$ cat config.mk
export PLATFORM = sky130hd
export DESIGN_NAME = eth_gmii_rx_conditioner_flat
export DESIGN_NICKNAME = d
export VERILOG_FILES = /design/src/rtl/eth_gmii_rx_conditioner_if.sv /design/src/rtl/eth_gmii_rx_conditioner.sv /design/src/flat_wrapper.sv
export SDC_FILE = /design/constraint.sdc
export NUM_CORES = 1
export LEC_CHECK = 0
export CAP_MARGIN = 20
export CORE_MARGIN = 2
export CORE_UTILIZATION = 49
export DETAILED_ROUTE_END_ITERATION = 8
export PLACE_DENSITY_LB_ADDON = 0.12
export SLEW_MARGIN = 20
export SYNTH_ARGS = -nofsm -noshare
export SYNTH_HDL_FRONTEND = slang
export SYNTH_SLANG_ARGS = --single-unit
$ cat constraint.sdc
create_clock -name clk_clk -period 1.95 [get_ports clk_clk]
set_input_delay 0.195 -clock clk_clk [delete_from_list [all_inputs] [get_ports clk_clk]]
set_output_delay 0.195 -clock clk_clk [all_outputs]
set_load 0.01 [all_outputs]
$ cat src/rtl/eth_gmii_rx_conditioner_if.sv
// PHY-side receive pins and MAC-side conditioned GMII stream with optional frame statistics.
interface eth_gmii_rx_conditioner_if;
  logic [7:0]  phy_rx_d;
  logic        phy_rx_dv;
  logic        phy_rx_er;
  logic [7:0]  gmii_rx_d;
  logic        gmii_rx_dv;
  logic        gmii_rx_err;
  logic [15:0] stat_good_frames;
  logic [15:0] stat_drop_frames;

  modport master (
    output phy_rx_d, phy_rx_dv, phy_rx_er,
    input  gmii_rx_d, gmii_rx_dv, gmii_rx_err, stat_good_frames, stat_drop_frames
  );

  modport slave (
    input  phy_rx_d, phy_rx_dv, phy_rx_er,
    output gmii_rx_d, gmii_rx_dv, gmii_rx_err, stat_good_frames, stat_drop_frames
  );
endinterface

$ cat src/rtl/eth_gmii_rx_conditioner.sv
// GMII RX conditioner: checks preamble/SFD and inter-frame gap, drops malformed frames via a delay line.
// Optional frame counters are enabled with `define ETH_GMII_RX_COND_STATS_EN.
module eth_gmii_rx_conditioner #(
  parameter int PIPE_DEPTH = 10,
  parameter int MIN_PRE    = 1,
  parameter int MIN_IFG    = 12
) (
  input logic                        clk_clk,
  input logic                        reset_reset_n,
  eth_gmii_rx_conditioner_if.slave   bus
);
  localparam int FIFO_D = PIPE_DEPTH / 2 + 1;
  localparam int PW     = $clog2(FIFO_D);
  localparam int CW     = $clog2(FIFO_D + 1);
  localparam int IW     = $clog2(MIN_IFG + 1);

  typedef struct packed {
    logic       dv;
    logic       er;
    logic [7:0] d;
  } stage_t;

  typedef enum logic [2:0] {S_WAIT, S_IDLE, S_PRE, S_PASS, S_DROP} state_t;

  // Stage 0 is the input register; stage PIPE_DEPTH-1 feeds the gated output register.
  stage_t [PIPE_DEPTH-1:0] r_pipe;
  state_t                  r_state;
  logic [2:0]              r_pcnt;
  logic [IW-1:0]           r_ifg;
  logic                    r_push, r_push_dec;
  logic [FIFO_D-1:0]       r_fifo;
  logic [PW-1:0]           r_wr, r_rd;
  logic [CW-1:0]           r_cnt;
  logic                    r_last_dv, r_dec;
  logic                    r_o_dv, r_o_er;
  logic [7:0]              r_o_d;

  logic w_rise, w_empty, w_full, w_unf, w_ovf, w_wr, w_rd, w_head, w_dec, w_odv;
  stage_t w_in;

  assign w_in = '{dv: bus.phy_rx_dv, er: bus.phy_rx_er, d: bus.phy_rx_d};

  // Frames already running when reset released never enter the delay line as valid.
  always_ff @(posedge clk_clk or negedge reset_reset_n) begin
    if (!reset_reset_n) begin
      r_pipe <= '0;
    end else begin
      r_pipe[0] <= w_in;
      for (int i = 1; i < PIPE_DEPTH; i++) r_pipe[i] <= r_pipe[i-1];
      r_pipe[1].dv <= r_pipe[0].dv & (r_state != S_WAIT);
    end
  end

  always_ff @(posedge clk_clk or negedge reset_reset_n) begin
    if (!reset_reset_n) begin
      r_state    <= S_WAIT;
      r_pcnt     <= '0;
      r_ifg      <= IW'(MIN_IFG);
      r_push     <= 1'b0;
      r_push_dec <= 1'b0;
    end else begin
      r_push <= 1'b0;
      if (r_pipe[0].dv)                r_ifg <= '0;
      else if (r_ifg < IW'(MIN_IFG))   r_ifg <= r_ifg + 1'b1;
      case (r_state)
        S_WAIT: if (!r_pipe[0].dv) r_state <= S_IDLE;
        S_IDLE: begin
          if (r_pipe[0].dv) begin
            if (r_ifg >= IW'(MIN_IFG) && r_pipe[0].d == 8'h55) begin
              r_state <= S_PRE;
              r_pcnt  <= 3'd1;
            end else begin
              r_state    <= S_DROP;
              r_push     <= 1'b1;
              r_push_dec <= 1'b0;
            end
          end
        end
        S_PRE: begin
          if (!r_pipe[0].dv) begin
            r_state    <= S_IDLE;
            r_push     <= 1'b1;
            r_push_dec <= 1'b0;
          end else if (!r_pipe[0].er && r_pipe[0].d == 8'h55 && r_pcnt < 3'd7) begin
            r_pcnt <= r_pcnt + 1'b1;
          end else if (!r_pipe[0].er && r_pipe[0].d == 8'hD5 && r_pcnt >= 3'(MIN_PRE)) begin
            r_state    <= S_PASS;
            r_push     <= 1'b1;
            r_push_dec <= 1'b1;
          end else begin
            r_state    <= S_DROP;
            r_push     <= 1'b1;
            r_push_dec <= 1'b0;
          end
        end
        S_PASS, S_DROP: if (!r_pipe[0].dv) r_state <= S_IDLE;
        default: r_state <= S_WAIT;
      endcase
    end
  end

  // Decision FIFO; an empty FIFO bypasses the decision being pushed this cycle.
  assign w_rise  = r_pipe[PIPE_DEPTH-1].dv & ~r_last_dv;
  assign w_empty = (r_cnt == '0);
  assign w_full  = (r_cnt == CW'(FIFO_D));
  assign w_unf   = w_rise & w_empty & ~r_push;
  assign w_ovf   = r_push & w_full & ~w_rise;
  assign w_wr    = r_push & ~w_ovf;
  assign w_rd    = w_rise & ~w_unf;
  assign w_head  = w_empty ? r_push_dec : r_fifo[r_rd];

  always_ff @(posedge clk_clk or negedge reset_reset_n) begin
    if (!reset_reset_n) begin
      r_fifo <= '0;
      r_wr   <= '0;
      r_rd   <= '0;
      r_cnt  <= '0;
    end else begin
      if (w_wr) begin
        r_fifo[r_wr] <= r_push_dec;
        r_wr         <= (r_wr == PW'(FIFO_D - 1)) ? '0 : r_wr + 1'b1;
      end
      if (w_rd) r_rd <= (r_rd == PW'(FIFO_D - 1)) ? '0 : r_rd + 1'b1;
      case ({w_wr, w_rd})
        2'b10:   r_cnt <= r_cnt + 1'b1;
        2'b01:   r_cnt <= r_cnt - 1'b1;
        default: r_cnt <= r_cnt;
      endcase
    end
  end

  assign w_dec = w_rise ? (w_head & ~w_unf) : r_dec;
  assign w_odv = r_pipe[PIPE_DEPTH-1].dv & w_dec;

  always_ff @(posedge clk_clk or negedge reset_reset_n) begin
    if (!reset_reset_n) begin
      r_last_dv <= 1'b0;
      r_dec     <= 1'b0;
      r_o_dv    <= 1'b0;
      r_o_er    <= 1'b0;
      r_o_d     <= '0;
    end else begin
      r_last_dv <= r_pipe[PIPE_DEPTH-1].dv;
      r_dec     <= w_dec;
      r_o_dv    <= w_odv;
      r_o_er    <= w_odv & r_pipe[PIPE_DEPTH-1].er;
      r_o_d     <= w_odv ? r_pipe[PIPE_DEPTH-1].d : 8'h00;
    end
  end

  assign bus.gmii_rx_dv  = r_o_dv;
  assign bus.gmii_rx_err = r_o_er;
  assign bus.gmii_rx_d   = r_o_d;

`ifdef ETH_GMII_RX_COND_STATS_EN
  logic [15:0] r_good, r_drop;

  always_ff @(posedge clk_clk or negedge reset_reset_n) begin
    if (!reset_reset_n) begin
      r_good <= '0;
      r_drop <= '0;
    end else if (w_rd) begin
      if (w_head && r_good != 16'hFFFF)  r_good <= r_good + 1'b1;
      if (!w_head && r_drop != 16'hFFFF) r_drop <= r_drop + 1'b1;
    end
  end

  assign bus.stat_good_frames = r_good;
  assign bus.stat_drop_frames = r_drop;
`else
  assign bus.stat_good_frames = 16'h0000;
  assign bus.stat_drop_frames = 16'h0000;
`endif
endmodule
$ cat src/flat_wrapper.sv
// flat-port wrapper written by rule: the top's interface ports become plain ports
module eth_gmii_rx_conditioner_flat 
#(
  parameter int PIPE_DEPTH = 10,
  parameter int MIN_PRE    = 1,
  parameter int MIN_IFG    = 12
)
  (clk_clk, reset_reset_n, bus_phy_rx_d, bus_phy_rx_dv, bus_phy_rx_er, bus_gmii_rx_d, bus_gmii_rx_dv, bus_gmii_rx_err, bus_stat_good_frames, bus_stat_drop_frames);
  eth_gmii_rx_conditioner_if bus_i ();
  input logic clk_clk;
  input logic reset_reset_n;
  input wire logic [$bits(bus_i.phy_rx_d)-1:0] bus_phy_rx_d;
  input wire logic [$bits(bus_i.phy_rx_dv)-1:0] bus_phy_rx_dv;
  input wire logic [$bits(bus_i.phy_rx_er)-1:0] bus_phy_rx_er;
  output wire logic [$bits(bus_i.gmii_rx_d)-1:0] bus_gmii_rx_d;
  output wire logic [$bits(bus_i.gmii_rx_dv)-1:0] bus_gmii_rx_dv;
  output wire logic [$bits(bus_i.gmii_rx_err)-1:0] bus_gmii_rx_err;
  output wire logic [$bits(bus_i.stat_good_frames)-1:0] bus_stat_good_frames;
  output wire logic [$bits(bus_i.stat_drop_frames)-1:0] bus_stat_drop_frames;
  assign bus_i.phy_rx_d = bus_phy_rx_d;
  assign bus_i.phy_rx_dv = bus_phy_rx_dv;
  assign bus_i.phy_rx_er = bus_phy_rx_er;
  assign bus_gmii_rx_d = bus_i.gmii_rx_d;
  assign bus_gmii_rx_dv = bus_i.gmii_rx_dv;
  assign bus_gmii_rx_err = bus_i.gmii_rx_err;
  assign bus_stat_good_frames = bus_i.stat_good_frames;
  assign bus_stat_drop_frames = bus_i.stat_drop_frames;
  eth_gmii_rx_conditioner #(.PIPE_DEPTH(PIPE_DEPTH), .MIN_PRE(MIN_PRE), .MIN_IFG(MIN_IFG)) u_core (.clk_clk(clk_clk), .reset_reset_n(reset_reset_n), .bus(bus_i));
endmodule
==> results <==
[metal layers]
metal	track usage	routed length [um]	up-vias
li1	-	-	1079
met1	0.1773	2835	1157
met2	0.2227	3215	58
met3	0.05335	240	10
met4	0.06462	81	0
met5	0	0	-
[where the power goes]
group	leakage [nW]	switching [mW]	internal, mW
clock network	0.269	1.29	1.61
registers	1.68	0.212	3.17
logic	0.634	0.402	0.452
[worst paths after layout]
kind	end	slack, ns	depth (start not counted)
max in group asynchronous	u_core.r_ifg[2]$_DFFE_PN1P_	1.11	3
worst min register to register	u_core.r_pipe[81]$_DFF_PN0_	0.35	0
min in group asynchronous	u_core.r_wr[1]$_DFFE_PN0P_	0.20	2
worst max-delay path	u_core.r_cnt[2]$_DFFE_PN0P_	0.02	8
worst max register to register	u_core.r_cnt[2]$_DFFE_PN0P_	0.02	8
worst min-delay path	u_core.r_pipe[3]$_DFF_PN0_	0.12	1
[cells in the mapped netlist, types with 4 or more instances]
library cell,instances,share of area
dfrtp_1,137,0.73
buf_4,32,0.051
mux2_2,11,0.026
a21boi_0,9,0.014
nand2_1,9,0.0072
nor2_1,9,0.0072
inv_1,7,0.0056
o21ai_0,6,0.0064
nand3_1,5,0.0053
ha_1,4,0.011
nor2b_1,4,0.0053
[cells by family (layout without fill, tap and decap cells)]
| kind of cell | count (synthesis) | in the layout | share of synthesized area |
|---|---|---|---|
| other | 1 | 32 | 0.0007958 |
| AO/OA/AOI/OAI | 38 | 38 | 0.06825 |
| XOR/XNOR | 6 | 6 | 0.01115 |
| buffers and inverters | 42 | 80 | 0.05921 |
| AND/OR/NAND/NOR | 54 | 54 | 0.07143 |
| flip-flops | 139 | 139 | 0.7387 |
| multiplexers | 14 | 14 | 0.03558 |
| adder cells (fa/ha/maj) | 5 | 5 | 0.01487 |
[sequential cells by signal, summed over array words and instances (netlist names)]
name                    cells
u_core.r_pipe             100
u_core.bus.gmii_rx_d        8
u_core.r_fifo               6
u_core.r_ifg                4
u_core.r_cnt                3
u_core.r_pcnt               3
u_core.r_rd                 3
u_core.r_state              3
u_core.r_wr                 3
u_core.bus.gmii_rx_dv       1
u_core.bus.gmii_rx_err      1
u_core.r_dec                1
u_core.r_last_dv            1
u_core.r_push               1
u_core.r_push_dec           1
[worst max-delay path, cell delays in order (launching register included)]
cell and delay (ns):
dfrtp_1 0.37, and2b_2 0.24, o31ai_4 0.21, ha_2 0.24
inv_2 0.04, fa_2 0.33, xor2_1 0.15, nor2_1 0.13
xor2_1 0.15
[stage by stage]
| step | setup slack, ns | hold WS [ns] | cell area (um^2) |
|---|---|---|---|
| after floorplan | -0.02689 | -0.1006 | 4835 |
| after global placement | 0.07576 | 0.1926 | 5066 |
| after detailed placement | -0.009171 | 0.1992 | 5066 |
| after CTS | 0.01247 | 0.09767 | 5648 |
| after global routing | -0.08106 | 0.09445 | 5674 |
| final | 0.02463 | 0.1194 | 5674 |
[repair_timing]
item / 4_1_cts / 5_1_grt
buffers inserted: 4 / 3
gates cloned: 0 / 0
endpoints found under the setup margin: 2 / 2
pin swaps: 3 / 1
gates resized for setup: 1 / 1
hold buffers: 1 / 0
endpoints found under the hold margin: 32 / 0
[layout make-up]
class | instances | area, um^2 | area share
Sequential cell | 139 | 3481 | 0.6135
Multi-Input combinational cell | 149 | 1079 | 0.1901
Clock buffer | 17 | 414.1 | 0.07299
Timing Repair Buffer | 41 | 385.4 | 0.06792
Tap cell | 129 | 161.4 | 0.02845
Clock inverter | 15 | 127.6 | 0.02249
Inverter | 7 | 26.28 | 0.004631
==> flow_metrics.tcl <==
set metrics [dict create \
    layout-drive-gt1-share 0.2174 \
    clk_latency_ns 0.51 \
    clock_sinks 139 \
    cts_root_buf "clkbuf_8" \
    mostFrequentLayoutCell "dfrtp_1" \
    hold_viol 0 \
    fmax_mhz 519.4 \
    dr.pass1.iters 4 \
    syn_to_final_growth_pct 20.42 \
    post-route-period-util 0.9874 \
    drtAntennaViolNets 0 \
    synth_edf_count 0 \
    htreeDepth 4 \
    grt_usage 0.1420 \
    p_total_mw 7.128 \
    finClkSkew_ns 0.008106 \
    maxCapViolations 0 \
    fp.dieArea_mm2 0.01042 \
    initial_core_util 0.5075 \
    ys_warn_count 0 \
    critPathMaxFanout 6 \
    first_global_vias 2266 \
    nets 372 \
    initialDrtViolationCount 110 \
    period_needed_ns 1.925 \
    slew_violations 0 \
    crit_type "flop to flop" \
    power.density_mw_per_mm2 1256 \
    cp.required_ns 2.38 \
    seq_area_frac_synth 0.7387 \
    port_buffers 21 \
    avgSynthCellArea_um2 15.76 \
    io_pins 54 \
    setup_tns_ns 0 \
    synthDistinctLibCells 57 \
    rows 35 \
    drcViolationCount 0 \
    synth_area_mm2 0.004712 \
    synth_ff_type "dfrtp_1" \
    p_leak_nw 2.581 \
    synth_seq_cells 139 \
    fp.dieH_um 102.1 \
    grt.overflow.total 0 \
    grt_pass1_wl_mm 10.83 \
    gp_congestion 0.7661 \
    cts_made_buffers 17 \
    layout_common_cells "dfrtp_1, conb_1, clkdlybuf4s50_1" \
    start_kind "flop" \
    wirelength_mm 6.373 \
    rsz0062_at_grt "yes" \
    critPathLaunch "u_core.r_pipe[99]$_DFF_PN0_" \
    insertedDiodeCount 0 \
    hpwl_mm 4.010 \
    core_mm2 0.009284 \
    ir_worst_vdd_uv 759.0 \
    cts_tree "built" \
    antenna_found_initial 0 \
    cts_buffer_depth 2 \
    final_util 0.6112 \
    instances_no_fill 497 \
    hold_class "primary input to flop" \
    grt_max_degree 39 \
    final-setup-viol-count 0 \
    outcome "finished, final reports clean" \
    critPathCaptureType "flop" \
    crit_arrival_ns 2.36 \
    synthArstFlopShare 1.000 \
    fillCellCount 720 \
    wl_per_cell_um 12.82 \
    timing.rr.start "u_core.r_pipe[99]$_DFF_PN0_" \
    dp.cells 457 \
    vias 2304 \
    clk_pin_slew_ns 0.07 \
    synthCells 299 \
    dieWidth_um 102.1 \
    min_from "bus_phy_rx_d[3]" \
    avgViaCountPerCell 4.636 \
]
Power figures use the tool's default switching activity.
